File: config.mk
export PLATFORM = sky130hd
export DESIGN_NAME = alu_multicycle
export DESIGN_NICKNAME = d
export VERILOG_FILES = /design/src/rtl/alu_multicycle.sv
export SDC_FILE = /design/constraint.sdc
export NUM_CORES = 1
export LEC_CHECK = 0
export ABC_AREA = 1
export CAP_MARGIN = 40
export CORE_MARGIN = 2
export CORE_UTILIZATION = 25
export CTS_BUF_LIST = sky130_fd_sc_hd__clkbuf_16
export CTS_CLUSTER_DIAMETER = 40
export DETAILED_ROUTE_END_ITERATION = 10
export GPL_TIMING_DRIVEN = 0
export SETUP_SLACK_MARGIN = 0.15
export SYNTH_ARGS = -nofsm -noshare
export SYNTH_HDL_FRONTEND = slang
export SYNTH_SLANG_ARGS = --single-unit
File: constraint.sdc
create_clock -name clk -period 2.8 [get_ports clk]
set_input_delay 0.28 -clock clk [delete_from_list [all_inputs] [get_ports clk]]
set_output_delay 0.28 -clock clk [all_outputs]
set_load 0.02 [all_outputs]
File: src/rtl/alu_multicycle.sv
// Execution-stage ALU: single-cycle logic/arith ops, DATA_WIDTH-cycle shift-add MULTU.
// Latency: done_o at N+2 (single-cycle ops) or N+DATA_WIDTH+2 (MULTU); start_i ignored unless IDLE.
module alu_multicycle #(
    parameter int DATA_WIDTH = 32
) (
    input  logic                  clk,
    input  logic                  reset,
    input  logic                  start_i,
    input  logic [3:0]            alu_operation_i,
    input  logic [DATA_WIDTH-1:0] a_data_i,
    input  logic [DATA_WIDTH-1:0] b_data_i,
    output logic                  busy_o,
    output logic                  done_o,
    output logic [DATA_WIDTH-1:0] alu_data_o,
    output logic [DATA_WIDTH-1:0] hi_data_o,
    output logic                  zero_o,
    output logic                  illegal_o
);

    localparam int CW = (DATA_WIDTH > 1) ? $clog2(DATA_WIDTH) : 1;
    localparam int PW = 2 * DATA_WIDTH;

    localparam logic [3:0] OP_AND   = 4'b0000;
    localparam logic [3:0] OP_SUB   = 4'b0001;
    localparam logic [3:0] OP_OR    = 4'b0010;
    localparam logic [3:0] OP_ADD   = 4'b0011;
    localparam logic [3:0] OP_LUI   = 4'b0100;
    localparam logic [3:0] OP_SLT   = 4'b0101;
    localparam logic [3:0] OP_MULTU = 4'b0110;

    typedef enum logic [1:0] {
        IDLE = 2'd0,
        MUL  = 2'd1,
        DONE = 2'd2
    } state_t;

    state_t                state;
    logic [CW-1:0]         count;
    logic [PW-1:0]         acc;
    logic [PW-1:0]         mcand;
    logic [DATA_WIDTH-1:0] mplier;

    logic [DATA_WIDTH-1:0] single_res;
    logic                  single_ill;
    logic [PW-1:0]         acc_sum;

    always_comb begin
        single_res = '0;
        single_ill = 1'b0;
        case (alu_operation_i)
            OP_AND: single_res = a_data_i & b_data_i;
            OP_OR:  single_res = a_data_i | b_data_i;
            OP_ADD: single_res = a_data_i + b_data_i;
            OP_SUB: single_res = a_data_i - b_data_i;
            OP_SLT: single_res = {{(DATA_WIDTH-1){1'b0}},
                                  ($signed(a_data_i) < $signed(b_data_i))};
            OP_LUI: single_res = {b_data_i[15:0], {(DATA_WIDTH-16){1'b0}}};
            default: begin
                single_res = '0;
                single_ill = 1'b1;
            end
        endcase
    end

    // One multiplier bit per cycle, LSB first; multiplicand pre-shifted each step.
    always_comb begin
        acc_sum = acc;
        if (mplier[0]) begin
            acc_sum = acc + mcand;
        end
    end

    always_ff @(posedge clk or negedge reset) begin
        if (!reset) begin
            state      <= IDLE;
            count      <= '0;
            acc        <= '0;
            mcand      <= '0;
            mplier     <= '0;
            busy_o     <= 1'b0;
            done_o     <= 1'b0;
            alu_data_o <= '0;
            hi_data_o  <= '0;
            zero_o     <= 1'b0;
            illegal_o  <= 1'b0;
        end else begin
            case (state)
                IDLE: begin
                    done_o <= 1'b0;
                    if (start_i) begin
                        busy_o <= 1'b1;
                        if (alu_operation_i == OP_MULTU) begin
                            acc    <= '0;
                            mcand  <= {{DATA_WIDTH{1'b0}}, a_data_i};
                            mplier <= b_data_i;
                            count  <= '0;
                            state  <= MUL;
                        end else begin
                            alu_data_o <= single_res;
                            zero_o     <= (single_res == '0);
                            illegal_o  <= single_ill;
                            state      <= DONE;
                        end
                    end
                end
                MUL: begin
                    acc    <= acc_sum;
                    mcand  <= mcand << 1;
                    mplier <= mplier >> 1;
                    count  <= count + 1'b1;
                    if (count == CW'(DATA_WIDTH - 1)) begin
                        alu_data_o <= acc_sum[DATA_WIDTH-1:0];
                        hi_data_o  <= acc_sum[PW-1:DATA_WIDTH];
                        zero_o     <= (acc_sum[DATA_WIDTH-1:0] == '0);
                        illegal_o  <= 1'b0;
                        count      <= '0;
                        state      <= DONE;
                    end
                end
                DONE: begin
                    done_o <= 1'b1;
                    busy_o <= 1'b0;
                    state  <= IDLE;
                end
                default: begin
                    state  <= IDLE;
                    busy_o <= 1'b0;
                    done_o <= 1'b0;
                end
            endcase
        end
    end

endmodule

==> After elaboration in Yosys (flattened, before gate mapping) <==
Cells that the tools add are included.
W data, S select, Z words.
{ "totals": {"ff_bits": 235, "in_bits": 71, "output_inout_bits": 68} }
{ "classes": {"addsub": 4, "order_cmp": 1, "n_eq_ne": 13, "mux": 35, "bitwise_logic": 3, "reduce_logical": 11} }
{ "ops": {"columns": ["cell", "count"], "rows": [
  ["$mux W64", 5],
  ["$pmux W64 S2", 2],
  ["$pmux W32 S6", 1],
  ["$mux W32", 5],
  ["$pmux W32 S2", 2],
  ["$add A64 B64 Y64", 1],
  ["$logic_not A32 Y1", 2],
  ["$add A32 B32 Y32", 1],
  ["$and A32 B32 Y32", 1],
  ["$lt A32 B32 Y1", 1],
  ["$or A32 B32 Y32", 1],
  ["$sub A32 B32 Y32", 1],
  ["$mux W5", 3],
  ["$eq A4 B3 Y1 const B", 3],
  ["$pmux W5 S2", 1],
  ["$eq A4 B2 Y1 const B", 2],
  ["$mux W1", 8],
  ["$ne A2 B2 Y1 const B", 4],
  ["$pmux W1 S2", 4],
  ["$mux W2", 3],
  ["$reduce_and A2 Y1", 3],
  ["$reduce_or A6 Y1", 1],
  ["$add A5 B1 Y5 const B", 1],
  ["$eq A5 B5 Y1 const B", 1],
  ["other kinds (10)", 10]
]} }

==> Depth between registers and ports, before layout <==
{ "logic_depth": {"depth_word": 6, "ltp_mapped": 22, "ltp_nobuf": 22} }

==> Least setup slack after synthesis <==
OpenSTA, ideal clock, no wires.
{ "synth_timing": {"path_type": "flip-flop to flip-flop", "start": "register acc[0]", "end": "register acc[56]", "t_arrival_ns": 2.214, "required_ns": 2.683, "path_slack_ns": 0.468, "path_stages_with_launch": 21, "n_path_buf": 0, "synth_period_minus_slack_ns": 2.332, "path_cell_list": "dfrtp_1 ha_1 fa_1 nand3_1 nand2_2 nand2_1 nand2_1 nand2_1 nand2_1 nand2_1 nand2_1 nand3_1 nand2_1 nand2_1 nand2_2 nand2_1 inv_1 o21bai_1 nand3_1 nand3_1 nand2_1"} }
{ "synth_via": {"elab_chain_cells": 3} }
{ "synth_rtl": {"columns": ["item", "line", "rtl"], "rows": [
  ["start, declared", "39", "logic [PW-1:0] acc;"],
  ["start signal, assigned", "107", "acc <= acc_sum;"],
  ["$add A64 B64 Y64", "69", "acc_sum = acc + mcand;"],
  ["$mux W64", "68", "if (mplier[0]) begin"],
  ["$pmux W64 S2", "87", "case (state)"]
]} }
No other way between the ends.
A chain may end at the register's enable or synchronous reset.

==> Final worst setup path <==
{ "layout_timing": {"start": "register mcand[0]", "end": "register acc[56]"} }
{ "layout_via": {"elab_chain_cells": 3} }
{ "layout_rtl": {"columns": ["item", "line", "rtl"], "rows": [
  ["start, declared", "40", "logic [PW-1:0] mcand;"],
  ["start signal, assigned", "94", "mcand <= {{DATA_WIDTH{1'b0}}, a_data_i};"],
  ["start signal, assigned", "108", "mcand <= mcand << 1;"],
  ["$add A64 B64 Y64", "69", null],
  ["$mux W64", "68", null],
  ["$pmux W64 S2", "87", null]
]} }
No other way between the ends.

==> run summary <==
The number of flops mapped to enable cells by yosys is 0. The total die area came out at 88510 um2. Traced cell by cell, the critical path runs through ha_4 -> fa_2 -> nand3_4 -> nand2_8 -> nand2_4 -> nand2_4 -> nand2_4 -> nand2_4 -> nand2_4 -> nand2_4 -> nand3_2 -> nand2_2 -> nand2_2 -> nand2_4 -> nand2_2 -> inv_2 -> o21bai_1 -> nand3_1 -> nand3_1 -> nand2_1. The most common cell after layout, fill and taps aside is nand2_1.

The number of hold violations in the final report is 0. The instance count of the mapped netlist came out at 3416. The via count is 23150. The total congestion overflow after global routing is 0. The number of vias per cell is 4.808. The worst hold slack came out at 0.07053 ns.

The placer congestion estimate is 0.9430. The relative slew slack came out at 0.4282. The standard-cell row count is 107. The clock sink total came out at 235. The share of synthesized area in the top cell type comes to 0.2731. After the last flow step, the layout net total stands at 3874. The worst voltage drop across the vdd grid is 0.5048 mV.

The path category of the worst min-delay check is in2reg. The average wire per standard cell is 19.00 um. The final layout contains routed wiring with a total length of 91.53 mm. The actual slew at the worst max-slew pin is 0.8578 ns. The netlist uses 50 different library cells. The clock network latency to the later pin of the worst-skew pair came out at 0.61 ns. The post-synthesis net count came out at 3658.

Sorting the synthesized cells by area gives the leading types as dfrtp_1, nand2_1, inv_1. Among all flip-flop cells after synthesis, the most frequent one is dfrtp_1. The CTS H-tree depth came out at 2. In the final layout, the share of cells above drive strength 1 is 0.1403. The die outline width is 297.5 um. The first-iteration detailed-routing DRC count is 1888. In the global route stage, met3 resource usage came out at 0.03075.

The count of buffers inserted at the top-level ports is 138. The number of buffers and inverters on the critical path is 1. The number of nets still failing antenna checks after routing is 0. The largest single stage delay on the critical path is 0.45 ns.

The die is 297.5 um tall. The share of the core filled with cells in the final layout is 0.3250. The initial antenna violation count came out at 4. The critical path class is reg2reg.

The register area share after synthesis is 0.2731. The largest net degree at the start of global routing is 112. In this run the static leakage power is 13.96 nW. The final count of pins violating max slew is 0. The worst setup skew after layout is 0.02672 ns. TritonCTS built the clock tree.

139 I/O pins were placed. The data arrival time of the critical path is 3.14 ns. The final period demand of the worst path came out at 2.660 ns. The post-synthesis instance area came out at 21540 um2.

The DRC violation count after routing came out at 0. The clock transition at the registers of the reported paths came out at 0.06 ns. For met2 alone, demand over resource in global routing was 0.3279. For this run, global-route usage on met1 was measured as 0.2630. The top cell types in the final layout, fill and taps aside, are nand2_1, inv_1, nor2_1, nand3_1, dfrtp_1. The area of the core region is 85280 um2. Setup repair after global routing could not meet its margin everywhere. The cell family contributing the most delay on the critical path is simple AND/OR/NAND/NOR gates. The number of flip-flops and latches in the synthesized netlist came out at 235. Dividing the final minimum period by the clock period gives 0.9498. The warning count from the yosys run came out at 0. dfrtp_1 takes more of the synthesized area than any other cell. STA classifies the critical path endpoint as a flip-flop. Clock tree synthesis selected as its root buffer the cell clkbuf_16. The number of optimization iterations in the first detailed-route pass came out at 6. The average footprint of a synthesized cell came out at 6.304 um2.

The clock passes through at most 3 buffers. The wire length of the first global-routing pass came out at 135.5 mm. The global router's overall resource usage is 0.2004. The nature of the critical path startpoint is a flip-flop.

Relative to the synthesized area, the layout overhead comes to 28.68%. In this design, the critical path's most frequently occurring cell is nand2_4. Power spread over the standard cell area amounts to 932.2 nW/um2. The via count of the first global-routing pass is 22420.

The layer flagged by global routing as most heavily used is met2. After synthesis, the share of flip-flops with an asynchronous set or reset is 1.000. The data required time at the worst endpoint is 3.28 ns. Of all nets on the critical path, the largest fanout is 4. Based on the critical path, the design can be clocked at up to 0.3760 GHz.

The slowest stage of the critical path is the dfrtp_2 cell. The HPWL after detailed placement is 73.81 mm. The initial utilization of the core area, before any placement, comes to 0.2525. Clock tree synthesis inserted a total of 47 buffers. Setup violations remaining at the end of the flow were counted as 0.

Across the run, the number of max-cap violations was 0. The run finished with clean final reports.
-- registers in the layout (all words and copies together) (netlist names), 2 cells and up --
name / cells
mcand: 64
mplier: 32
state: 2
alu_data_o: 32
count: 5
hi_data_o: 32
acc: 64
-- power breakdown --
group	leakage [nW]	internal, mW	total [mW]	switching, mW
clock	0.803	3.67	5.90	2.23
sequential	2.98	4.61	5.75	1.14
combinational	10.2	5.09	14.2	9.10
total	14.0	13.4	25.8	12.5
-- timing repair --
action | 4_1_cts | 5_1_grt
setup endpoints to repair | 226 | 81
gates resized for setup | 167 | 247
hold endpoints to repair | 67 | 0
cloned | 0 | 0
pin swaps | 24 | 62
setup buffers | 8 | 13
hold buffers | 1 | 0
-- worst reg2reg max path: cells and delay by family, from the launching register on --
kind	cells	cell delay, ns
and+or+nand+nor	16	1.33
adders and majority gates	2	0.59
DFF	1	0.45
AOI/OAI and AO/OA	1	0.12
buffers and inverters	1	0.04
-- per-stage QoR --
step / TNS, ns / cells / total power, mW / setup slack, ns / area [um2]
2_1_floorplan: 0 / 3416 / 13.72 / 0.4682 / 21540
3_3_place_gp: -2297.90 / 4698 / 17.53 / -9.512 / 24350
3_5_place_dp: -62.91 / 4705 / 17.62 / -0.9296 / 24480
4_1_cts: 0 / 4802 / 24.31 / 0.1248 / 26640
5_1_grt: 0 / 4815 / 27.76 / 0.04028 / 27710
6_report: 0 / 4816 / 25.84 / 0.1405 / 27710
-- routing by layer --
metal | share of wire | vias up | wire length (um)
li1 | - | 11380 | -
met1 | 0.44 | 10910 | 40340
met2 | 0.46 | 699 | 41830
met3 | 0.061 | 161 | 5538
met4 | 0.041 | 4 | 3791
met5 | 0.00021 | - | 19
-- cell usage after synthesis, types with 4 or more instances --
cell,instances
buf_6,5
nor2_2,12
o211ai_1,69
buf_4,15
clkbuf_1,50
nor2_1,272
nand3_2,4
inv_2,13
ha_1,168
o21ai_0,179
and3_1,4
inv_1,598
buf_2,41
xor2_1,12
dfrtp_1,235
nand3b_1,12
xnor2_1,8
nand3_1,277
nand2_2,20
nor3_1,24
nand4_1,20
o21a_1,5
o21bai_1,18
o21ai_1,18
a21oi_1,144
nand2_1,995
a21oi_2,10
a31oi_1,52
o22ai_1,69
or2_2,19
a21o_1,9
-- kinds of logic after synthesis --
logic type,synth area share
adder cells (fa/ha/maj),0.1004
buffers and inverters,0.1335
XOR/XNOR,0.008134
flip-flops,0.2731
AND/OR/NAND/NOR,0.3240
AO/OA/AOI/OAI,0.1610
-- worst paths after layout --
| kind | startpoint | to | slack (ns) | cells past startpoint |
|---|---|---|---|---|
| min in group asynchronous | reset | hi_data_o[7]$_DFFE_PN0P_ | 0.15 | 2 |
| worst min-delay path | a_data_i[0] | mcand[0]$_DFFE_PN0P_ | 0.07 | 3 |
| worst max register to register | mcand[0]$_DFFE_PN0P_ | acc[56]$_DFFE_PN0P_ | 0.14 | 20 |
| max in group asynchronous | reset | acc[21]$_DFFE_PN0P_ | 1.74 | 3 |
| worst max-delay path | mcand[0]$_DFFE_PN0P_ | acc[56]$_DFFE_PN0P_ | 0.14 | 20 |
| worst min register to register | done_o$_DFFE_PN0N_ | done_o$_DFFE_PN0N_ | 0.48 | 2 |
-- final cells by class --
cell class,instances,area (um2)
Antenna cell,1,2.502
Buffer,114,599.3
Clock buffer,48,1201
Clock inverter,40,437.9
Fill cell,9369,57570
Inverter,613,2305
Multi-Input combinational cell,2454,14190
Sequential cell,235,5883
Tap cell,1144,1431
Timing Repair Buffer,167,1662
Power figures use the tool's default switching activity.
